===== src/rtl/bus_err_drain.sv =====
// Reg-bus master that drains stored AXI bus errors (write unit / read unit) one at a time:
// read the oldest error, pop it, then emit it as a single record on a valid/ready stream.
module bus_err_drain #(
  parameter int unsigned AddrWidth  = 32,
  parameter int unsigned MetaWidth  = 2,
  parameter int unsigned ErrWidth   = 2,
  parameter logic [31:0] UnitOffset = 32'h20,
  parameter logic [31:0] OffCode    = 32'h00,
  parameter logic [31:0] OffAddrLo  = 32'h04,
  parameter logic [31:0] OffAddrHi  = 32'h08,
  parameter logic [31:0] OffMeta    = 32'h0C,
  parameter logic [31:0] OffPop     = 32'h10
) (
  input  logic                 clk_i,
  input  logic                 rst_ni,
  input  logic                 en_i,
  input  logic [1:0]           err_irq_i,
  output logic [31:0]          reg_req_addr_o,
  output logic                 reg_req_write_o,
  output logic [31:0]          reg_req_wdata_o,
  output logic [3:0]           reg_req_wstrb_o,
  output logic                 reg_req_valid_o,
  input  logic [31:0]          reg_rsp_rdata_i,
  input  logic                 reg_rsp_error_i,
  input  logic                 reg_rsp_ready_i,
  output logic                 rec_valid_o,
  input  logic                 rec_ready_i,
  output logic                 rec_unit_o,
  output logic [AddrWidth-1:0] rec_addr_o,
  output logic [MetaWidth-1:0] rec_meta_o,
  output logic [ErrWidth-1:0]  rec_err_o,
  output logic                 bus_err_o,
  output logic [15:0]          drain_cnt_o
);
  localparam int unsigned LoW = (AddrWidth < 32) ? AddrWidth : 32;

  typedef enum logic [2:0] {
    IDLE, RD_CODE, RD_ALO, RD_AHI, RD_META, POP, EMIT, SETTLE
  } state_e;

  state_e               state_q, state_d;
  logic                 unit_q, unit_d;
  logic                 rr_q, rr_d;
  logic                 req_active;
  logic                 xfer_ok, xfer_err;
  logic [31:0]          off;
  logic [LoW-1:0]       addr_lo_q;
  logic [MetaWidth-1:0] meta_q;
  logic [ErrWidth-1:0]  err_q;

  // Request fields derive only from state and latched unit, so they hold until ready.
  assign req_active = (state_q == RD_CODE) || (state_q == RD_ALO) || (state_q == RD_AHI) ||
                      (state_q == RD_META) || (state_q == POP);
  assign xfer_ok    = req_active & reg_rsp_ready_i & ~reg_rsp_error_i;
  assign xfer_err   = req_active & reg_rsp_ready_i & reg_rsp_error_i;

  always_comb begin
    state_d         = state_q;
    unit_d          = unit_q;
    rr_d            = rr_q;
    off             = OffCode;
    reg_req_write_o = 1'b0;
    reg_req_wdata_o = 32'h0;
    reg_req_wstrb_o = 4'h0;
    unique case (state_q)
      IDLE: begin
        if (en_i && (|err_irq_i)) begin
          state_d = RD_CODE;
          if (&err_irq_i) begin
            unit_d = rr_q;
            rr_d   = ~rr_q;
          end else begin
            unit_d = err_irq_i[1];
          end
        end
      end
      RD_CODE: begin
        off = OffCode;
        if (xfer_ok) state_d = RD_ALO;
      end
      RD_ALO: begin
        off = OffAddrLo;
        if (xfer_ok) state_d = (AddrWidth > 32) ? RD_AHI : RD_META;
      end
      RD_AHI: begin
        off = OffAddrHi;
        if (xfer_ok) state_d = RD_META;
      end
      RD_META: begin
        off = OffMeta;
        if (xfer_ok) state_d = POP;
      end
      POP: begin
        off             = OffPop;
        reg_req_write_o = 1'b1;
        reg_req_wdata_o = 32'h1;
        reg_req_wstrb_o = 4'hF;
        if (xfer_ok) state_d = EMIT;
      end
      EMIT:    if (rec_ready_i) state_d = SETTLE;
      SETTLE:  state_d = IDLE;
      default: state_d = IDLE;
    endcase
    // A failed access abandons the drain; the entry stays stored and is retried later.
    if (xfer_err) state_d = SETTLE;
    reg_req_valid_o = req_active;
    reg_req_addr_o  = req_active ? ((unit_q ? UnitOffset : 32'h0) + off) : 32'h0;
  end

  assign rec_valid_o = (state_q == EMIT);
  assign rec_unit_o  = unit_q;
  assign rec_meta_o  = meta_q;
  assign rec_err_o   = err_q;

  always_ff @(posedge clk_i or negedge rst_ni) begin
    if (!rst_ni) begin
      state_q     <= IDLE;
      unit_q      <= 1'b0;
      rr_q        <= 1'b0;
      bus_err_o   <= 1'b0;
      drain_cnt_o <= 16'h0;
      addr_lo_q   <= '0;
      meta_q      <= '0;
      err_q       <= '0;
    end else begin
      state_q <= state_d;
      unit_q  <= unit_d;
      rr_q    <= rr_d;
      if (xfer_err) bus_err_o <= 1'b1;
      if (xfer_ok) begin
        case (state_q)
          RD_CODE: err_q     <= reg_rsp_rdata_i[ErrWidth-1:0];
          RD_ALO:  addr_lo_q <= reg_rsp_rdata_i[LoW-1:0];
          RD_META: meta_q    <= reg_rsp_rdata_i[MetaWidth-1:0];
          default: ;
        endcase
      end
      if (rec_valid_o && rec_ready_i && (drain_cnt_o != 16'hFFFF))
        drain_cnt_o <= drain_cnt_o + 16'h1;
    end
  end

  // Upper address word exists only for wide addresses.
  if (AddrWidth > 32) begin : g_addr_hi
    logic [AddrWidth-33:0] addr_hi_q;
    always_ff @(posedge clk_i or negedge rst_ni) begin
      if (!rst_ni) begin
        addr_hi_q <= '0;
      end else if (xfer_ok && (state_q == RD_AHI)) begin
        addr_hi_q <= reg_rsp_rdata_i[AddrWidth-33:0];
      end
    end
    assign rec_addr_o = {addr_hi_q, addr_lo_q};
  end else begin : g_addr_lo
    assign rec_addr_o = addr_lo_q;
  end

endmodule


===== config.mk =====
export PLATFORM = sky130hd
export DESIGN_NAME = bus_err_drain
export DESIGN_NICKNAME = d
export VERILOG_FILES = /design/src/rtl/bus_err_drain.sv
export SDC_FILE = /design/constraint.sdc
export NUM_CORES = 1
export LEC_CHECK = 0
export BUFFER_PORTS_ARGS = -buffer_cell sky130_fd_sc_hd__buf_2
export CAP_MARGIN = 20
export CORE_ASPECT_RATIO = 0.7
export CORE_MARGIN = 1
export CORE_UTILIZATION = 40
export CTS_BUF_LIST = sky130_fd_sc_hd__clkbuf_8
export CTS_CLUSTER_DIAMETER = 200
export CTS_CLUSTER_SIZE = 16
export DETAILED_ROUTE_END_ITERATION = 7
export GPL_TIMING_DRIVEN = 0
export PLACE_DENSITY_LB_ADDON = 0.08
export SYNTH_ARGS = -nofsm -noshare
export SYNTH_HDL_FRONTEND = slang
export SYNTH_SLANG_ARGS = --single-unit

===== constraint.sdc =====
create_clock -name clk_i -period 1.55 [get_ports clk_i]
set_input_delay 0 -clock clk_i [delete_from_list [all_inputs] [get_ports clk_i]]
set_output_delay 0 -clock clk_i [all_outputs]
set_load 0.01 [all_outputs]

# == Word level (Yosys, flattened, before mapping) ==
# Cells that the tools add are included.
# classes
order_cmp,0
n_mul,0
add_sub_neg,2
n_shift,0
n_eq_ne,14
n_reduce_logical,17
mux,15
div,0
bitwise_logic,5
# ops
op,n
6-bit by 32-bit adder with 32-bit output,1
32-bit two-way mux,1
3-bit two-way mux,7
3-bit case mux with 7 select lines,1
5-bit case mux with 4 select lines,1
16-bit by 1-bit adder with 16-bit output (second input constant),1
16-bit != test (second input constant),1
3-bit == test (second input constant),4
3-bit != test (second input constant),4
2-bit AND reduction,5
3-bit by 2-bit == test with 1-bit output (second input constant),2
6-bit two-way mux,1
3-bit by 1-bit != test with 1-bit output (second input constant),2
6-bit AND reduction,1
1-bit logical OR,4
4-bit two-way mux,1
4-bit AND reduction,1
2-bit OR reduction,2
1-bit bitwise AND,3
3-bit by 1-bit == test with 1-bit output (second input constant),1
1-bit logical AND,3
3-bit logical NOT,1
1-bit two-way mux,3
1-bit NOT,2
# word_totals
input_bits,40
word_cells,61
romBits,0
ff_bits,58
n_memories,0
ramBits,0
latch_bits,0

# == Logic depth before layout (Yosys ltp) ==
# Gate-level depths: netlist of run 1.
# logic_depth
word_depth,10
depth_mapped,6
depth_no_buf,5

# == Worst setup path after synthesis of run 1 ==
# Ideal clock, no wire load.
# synth_path
kind,reg2reg
startpoint,reg state_q[2]
endpoint,"reg addr_lo_q[10], in the netlist rec_addr_o[10]"
path_buffers,3
stages_incl_launch_ff,6
synth_period_minus_slack_ps,1691
path_slack_ps,-141
arrival_time_ps,1566
required_ps,1425
setup_ps,125
path_cell_list,dfrtp_1 -> buf_2 -> or4b_4 -> buf_6 -> buf_12 -> mux2_4
# synth_via
elab_chain_cells,8
elab_cells_between_ends,12
classes_between,5 x eq/ne; 2 x bitwise; 5 x reduce/logical
# synth_lines
item,line,rtl
start: declaration,41,"state_e state_q, state_d;"
start signal: assignment,126,state_q <= state_d;
3-bit by 1-bit == test with 1-bit output or 3-bit by 2-bit == test with 1-bit output (tied branches),"52, 131",
1-bit logical OR (3 in a row),52,assign req_active = (state_q == RD_CODE) || (state_q == RD_ALO) || (state_q == RD_AHI) ||
1-bit logical OR,53,(state_q == RD_META) || (state_q == POP);
1-bit bitwise AND (2 in a row),54,assign xfer_ok = req_active & reg_rsp_ready_i & ~reg_rsp_error_i;
2-bit AND reduction (no line) *,-,
end signal: assignment,133,RD_ALO: addr_lo_q <= reg_rsp_rdata_i[LoW-1:0];
end: declaration,47,logic [LoW-1:0] addr_lo_q;
# Every way passes the cells marked *; elsewhere a longest branch is shown, timed or not.
# A chain may end at the register's enable or synchronous reset.

# == Final worst setup path of run 1 ==
# layout_path
startpoint,reg state_q[2]
endpoint,"reg addr_lo_q[3], in the netlist rec_addr_o[3]"
# The elaborated chain is that of the path after synthesis.

==> results.yml, run 1 <==
critical_path:
  cp.required_ns: 1.76
  critPathLaunchType: "flip-flop"
  cp_num_buf_inv: 2
  crit_path_max_incr_delay_ns: 0.56
  crit_slowest_cell: "or4b_4"
  reg2reg_slack_ns: -0.13
  crit_fanout: 10
  crit_chain: "buf_6, or4b_4, buf_12, mux2_4"
  end_kind: "flip-flop"
  path_delay_family: "simple AND/OR/NAND/NOR gates"
  crit_type: "reg2reg"
  worst_ep_arrival_time_ns: 1.89
die:
  io_pins: 165
  die_w_um: 109
  start_util: 0.426
  floorplan.core_area_mm2: 0.00751
  design.die.area_mm2: 0.00837
  num_rows: 26
  die_y_um: 76.8
cts:
  clock_path_buffers: 2
  htreeDepth: 3
  cts_tree: "yes"
  root_buffer: "clkbuf_8"
  clk_pin_slew_ns: 0.06
  cts_sinks: 58
  insertion_delay_ns: 0.33
  cts_buffers: 9
synthesis:
  synth_top_flop_cell: "dfrtp_1"
  synth_edf_count: 0
  syn_avg_cell_area_um2: 12.0
  synth.cell_area_mm2: 0.00320
  yosysWarnings: 0
  yosysUniqueCellTypes: 43
  synth-async-reset-ratio: 1.00
  synth_top_cell_area_share: 0.454
  synth_area_leaders: "dfrtp_1, buf_4, mux2_4, xor2_1, mux2_2"
  ys_seq_area_frac: 0.454
  yosysTopAreaCell: "dfrtp_1"
  synth-seq-cells: 58
  syn_inst: 267
sta:
  slew_violations: 0
  skew_ns: 0.0116
  fin_ws_ns: -0.128
  max_freq_mhz: 596
  worstMarginPinSlew_ns: 0.717
  fin_crit_sh: 1.08
  fin_crit_ns: 1.68
  setup_violations: 41
  rsz0062_at_grt: "true"
  max_slew_margin: 0.522
  hold_viol: 0
  finalSetupTns_ns: -3.84
pwr:
  p_leak_uw: 0.00278
  ir_drop_v: 0.000686
  total_power_uw: 6770
  powerDensity_mw_per_mm2: 1360
drt:
  wl_per_cell_um: 12.3
  wirelength_um: 7380
  firstDrtPassIters: 4
  via_per_inst: 4.22
  via_count: 2537
  drt_first_iter_violations: 76
  drtAntennaViolNets: 0
  drc: 0
placement:
  io_buffers: 105
  place_congestion: 0.736
  pre_cts_ws_ns: -0.277
  dpl.hpwl_um: 4880
finish:
  final_layout_size_suffix_gt1_frac: 0.563
  finish.net_count: 540
  diodes: 0
  fillerInstances: 592
  final_cell_mix: "buf_2, buf_4, conb_1"
  final_common_cell: "buf_2"
  syn_to_final_growth_pct: 55.8
worst_hold_path:
  min_path_type: "in2reg"
grt:
  grt_usage: 0.176
  grt-ovfl-total: 0
  antenna_found_initial: 0
  grt_first_pass_wirelength_um: 11500
  grt_pass1_vias: 2392
  grt_max_degree: 31
run:
  cap_viol_max_count: 0
outcome:
  status: "finished with violations"
  violations: "negative setup slack"
-- synthesized netlist by cell type (4+ instances only) --
cell	instances
nor4_1	4
dfrtp_1	58
nor2_1	7
nand3_1	7
a21oi_1	4
buf_4	65
xor2_1	12
nand2_1	12
mux2_2	7
mux2_4	30
nor3_1	8
o21ai_0	4
-- worst reg2reg max path: stages (launching register included) --
cell	delay [ns]
dfrtp_1	0.37
buf_6	0.14
or4b_4	0.57
buf_12	0.19
mux2_4	0.30
-- worst paths after layout --
check                           startpoint              to  cells past startpoint
hold / removal             reg_rsp_ready_i      state_q[2]                      3
setup / recovery                state_q[2]   rec_addr_o[3]                      4
max in group asynchronous           rst_ni      state_q[0]                      3
hold reg to reg                       rr_q            rr_q                      1
setup reg to reg                state_q[2]   rec_addr_o[3]                      4
min in group asynchronous           rst_ni  rec_addr_o[31]                      2
-- state kept, by name, summed over array words and instances (netlist names) --
name and count:
state_q 3, drain_cnt_o 16, rec_unit_o 1, rec_err_o 2
rec_addr_o 32, rr_q 1, bus_err_o 1, rec_meta_o 2
-- cell families (layout without fill, tap and decap cells) --
family / count (synthesis) / count (layout) / synth area share
adders and majority gates: 1 / 1 / 0.00391
DFF: 58 / 58 / 0.454
and+or+nand+nor: 61 / 61 / 0.114
other: 1 / 59 / 0.00117
xor gates and xnor gates: 15 / 15 / 0.0411
buffers and inverters: 75 / 253 / 0.183
muxes: 38 / 38 / 0.169
AOI/OAI and AO/OA: 18 / 18 / 0.0348
-- repair_timing --
item,in CTS,in global routing
buffers inserted,5,15
hold buffers,38,0
endpoints found under the setup margin,53,56
pin swaps,4,9
gates resized for setup,26,18
endpoints found under the hold margin,69,0
-- routing by layer --
layer  track usage  share of wire  vias up
met2         0.297           0.50       90
met5             0              0        -
met4        0.0446         0.0050        0
li1              -              -     1261
met1         0.212           0.43     1180
met3        0.0595          0.060        6
-- area by class of cell --
class / count / area (µm²) / area share
Buffer: 73 / 582 / 0.117
Clock buffer: 9 / 124 / 0.0248
Clock inverter: 6 / 60.1 / 0.0120
Inverter: 1 / 3.75 / 0.000753
Multi-Input combinational cell: 192 / 1550 / 0.312
Sequential cell: 58 / 1460 / 0.293
Tap cell: 98 / 123 / 0.0246
Timing Repair Buffer: 164 / 1080 / 0.217
-- power breakdown --
group          internal [µW]  total, µW  switching [µW]
registers               2060       2380             321
logic                   1710       3070            1360
clock network            724       1320             593
total                   4490       6770            2270
-- metrics by stage --
stage / instance area [µm²] / instances / hold slack (ns) / utilization
4_1_cts: 4800 / 586 / 0.0433 / 0.639
3_3_place_gp: 4080 / 528 / 0.231 / 0.542
2_1_floorplan: 3430 / 325 / -0.296 / -
6_report: 4990 / 601 / 0.0618 / 0.664
3_5_place_dp: 4100 / 529 / 0.0795 / 0.545
5_1_grt: 4990 / 601 / 0.0670 / 0.664
Power figures use the tool's default switching activity.
==> inputs of run 2 (changes only) <==
- SETUP_SLACK_MARGIN: unset -> 0.02
==> run 2 against run 1 <==
  * The flow still finishes with violations (negative setup slack)
  * Die area unchanged
  * Clock power increased by 8%
  * Maximum frequency decreased by 1.4%
  * Critical path depth increased by 1
  * First-iteration DRC count decreased by 36%
  * Cell count increased by 0.83%
  * Critical path type unchanged
  * Critical endpoint is now rec_addr_o[26]
  * Highest routed layer unchanged
==> results.yml, run 2 (synthesis gave the netlist of run 1 again) <==
outcome:
  status: "finished with violations"
  violations: "negative setup slack"
grt:
  grt_pass1_vias: 2433
  grt_first_pass_wirelength_um: 11400
  antenna_found_initial: 0
  grt_usage: 0.177
  grt_max_degree: 35
  grt-ovfl-total: 0
critical_path:
  critPathLaunchType: "flip-flop"
  path_delay_family: "simple AND/OR/NAND/NOR gates"
  crit_chain: "buf_6, or4b_4, buf_8, buf_12, mux2_4"
  end_kind: "flip-flop"
  crit_path_max_incr_delay_ns: 0.48
  crit_slowest_cell: "or4b_4"
  crit_type: "reg2reg"
  worst_ep_arrival_time_ns: 1.91
  cp.depth: 5
  crit_fanout: 10
  cp.required_ns: 1.76
  ff2ff_path_depth: 5
  cp_num_buf_inv: 3
finish:
  largest_reg_flops: 32
  fin_util: 0.673
  final_cell_mix: "buf_2, buf_4, conb_1"
  finish.net_count: 544
  syn_to_final_growth_pct: 58.1
  final_layout_size_suffix_gt1_frac: 0.575
  final_common_cell: "buf_2"
  diodes: 0
placement:
  dpl.hpwl_um: 4770
  place_congestion: 0.740
  pre_cts_ws_ns: -0.262
  io_buffers: 105
sta:
  fin_ws_ns: -0.151
  rsz0062_at_grt: "true"
  slew_violations: 0
  max_freq_mhz: 588
  worstMarginPinSlew_ns: 0.601
  max_slew_margin: 0.599
  fin_crit_sh: 1.10
  skew_ns: 0.0125
  fin_crit_ns: 1.70
  setup_violations: 34
  hold_viol: 0
drt:
  drc: 0
  wirelength_um: 7310
  via_count: 2558
  via_per_inst: 4.22
  wl_per_cell_um: 12.1
  drt_first_iter_violations: 49
  drtAntennaViolNets: 0
  firstDrtPassIters: 4
pwr:
  ir_drop_v: 0.000678
  p_leak_uw: 0.00283
  powerDensity_mw_per_mm2: 1370
die:
  io_pins: 165
  start_util: 0.426
  num_rows: 26
  design.die.area_mm2: 0.00837
  floorplan.core_area_mm2: 0.00751
  die_y_um: 76.8
  die_w_um: 109
run:
  cap_viol_max_count: 0
worst_hold_path:
  min_path_type: "in2reg"
  holdPathStages: 3
cts:
  clk_pin_slew_ns: 0.06
  clock_path_buffers: 2
  cts_buffers: 9
  cts_tree: "yes"
  htreeDepth: 3
  root_buffer: "clkbuf_8"
  insertion_delay_ns: 0.33
  cts_sinks: 58
run 2: cell count changes in the layout (fill, tap and decap cells not counted), sizes merged:
cell	before	now
inv	2	3
clkinvlp	1	0
clkinv	3	1
clkbuf	10	14
dlygate4sd3	38	37
buf	198	202
run 2: layer usage:
layer,vias up,track usage,wire length (µm)
met2,100,0.289,3620
met1,1178,0.216,3140
met4,0,0.0486,49
met5,-,0,0
li1,1274,-,-
met3,6,0.0689,500
run 2: area by class of cell:
cell class / count / area (µm²)
fillers: 596 / 2460
clock buffers: 12 / 165
repair buffers: 167 / 1100
multi-input cells: 192 / 1570
plain buffers: 74 / 601
well taps: 98 / 123
clock inverters: 4 / 42.5
flip-flops and latches: 58 / 1460
inverters: 1 / 3.75
run 2: stage by stage:
stage / cell area [µm²] / total power, µW / hold slack (ns) / setup TNS (ns) / std cells
final: 5060 / 6950 / 0.0657 / -4.22 / 606
after global placement: 4080 / 5100 / 0.232 / -7.02 / 528
after global routing: 5060 / 7410 / 0.0717 / -6.20 / 606
after CTS: 4870 / 6880 / 0.0202 / -4.35 / 590
after floorplan: 3430 / 4190 / -0.296 / -3.16 / 325
after detailed placement: 4100 / 5140 / 0.0365 / -7.01 / 529
run 2: path summary, 6_finish.rpt:
path	start	end	slack, ns
max	state_q[2]	rec_addr_o[26]	-0.15
min	reg_rsp_ready_i	state_q[2]	0.07
max reg2reg	state_q[2]	rec_addr_o[26]	-0.15
min reg2reg	bus_err_o	bus_err_o	0.48
max in group asynchronous	rst_ni	rec_addr_o[19]	0.75
min in group asynchronous	rst_ni	rec_addr_o[22]	0.21
run 2: power breakdown:
| group | switching (µW) | total, µW | leakage [µW] | internal, µW |
|---|---|---|---|---|
| registers | 323 | 2390 | 0.000721 | 2070 |
| logic | 1360 | 3120 | 0.00199 | 1760 |
| clock network | 571 | 1430 | 0.000115 | 860 |
| total | 2260 | 6950 | 0.00283 | 4690 |
run 2: repair_timing:
item,4_1_cts,5_1_grt
setup endpoints to repair,56,59
hold buffers,37,0
pin swaps,9,9
endpoints found under the hold margin,64,0
buffers inserted,8,16
resized for setup,31,14
run 2: worst min-delay path: cells and delay by family:
| kind | cells | cell delay (ns) |
|---|---|---|
| compound gates | 2 | 0.20 |
| buf+inv | 1 | 0.14 |
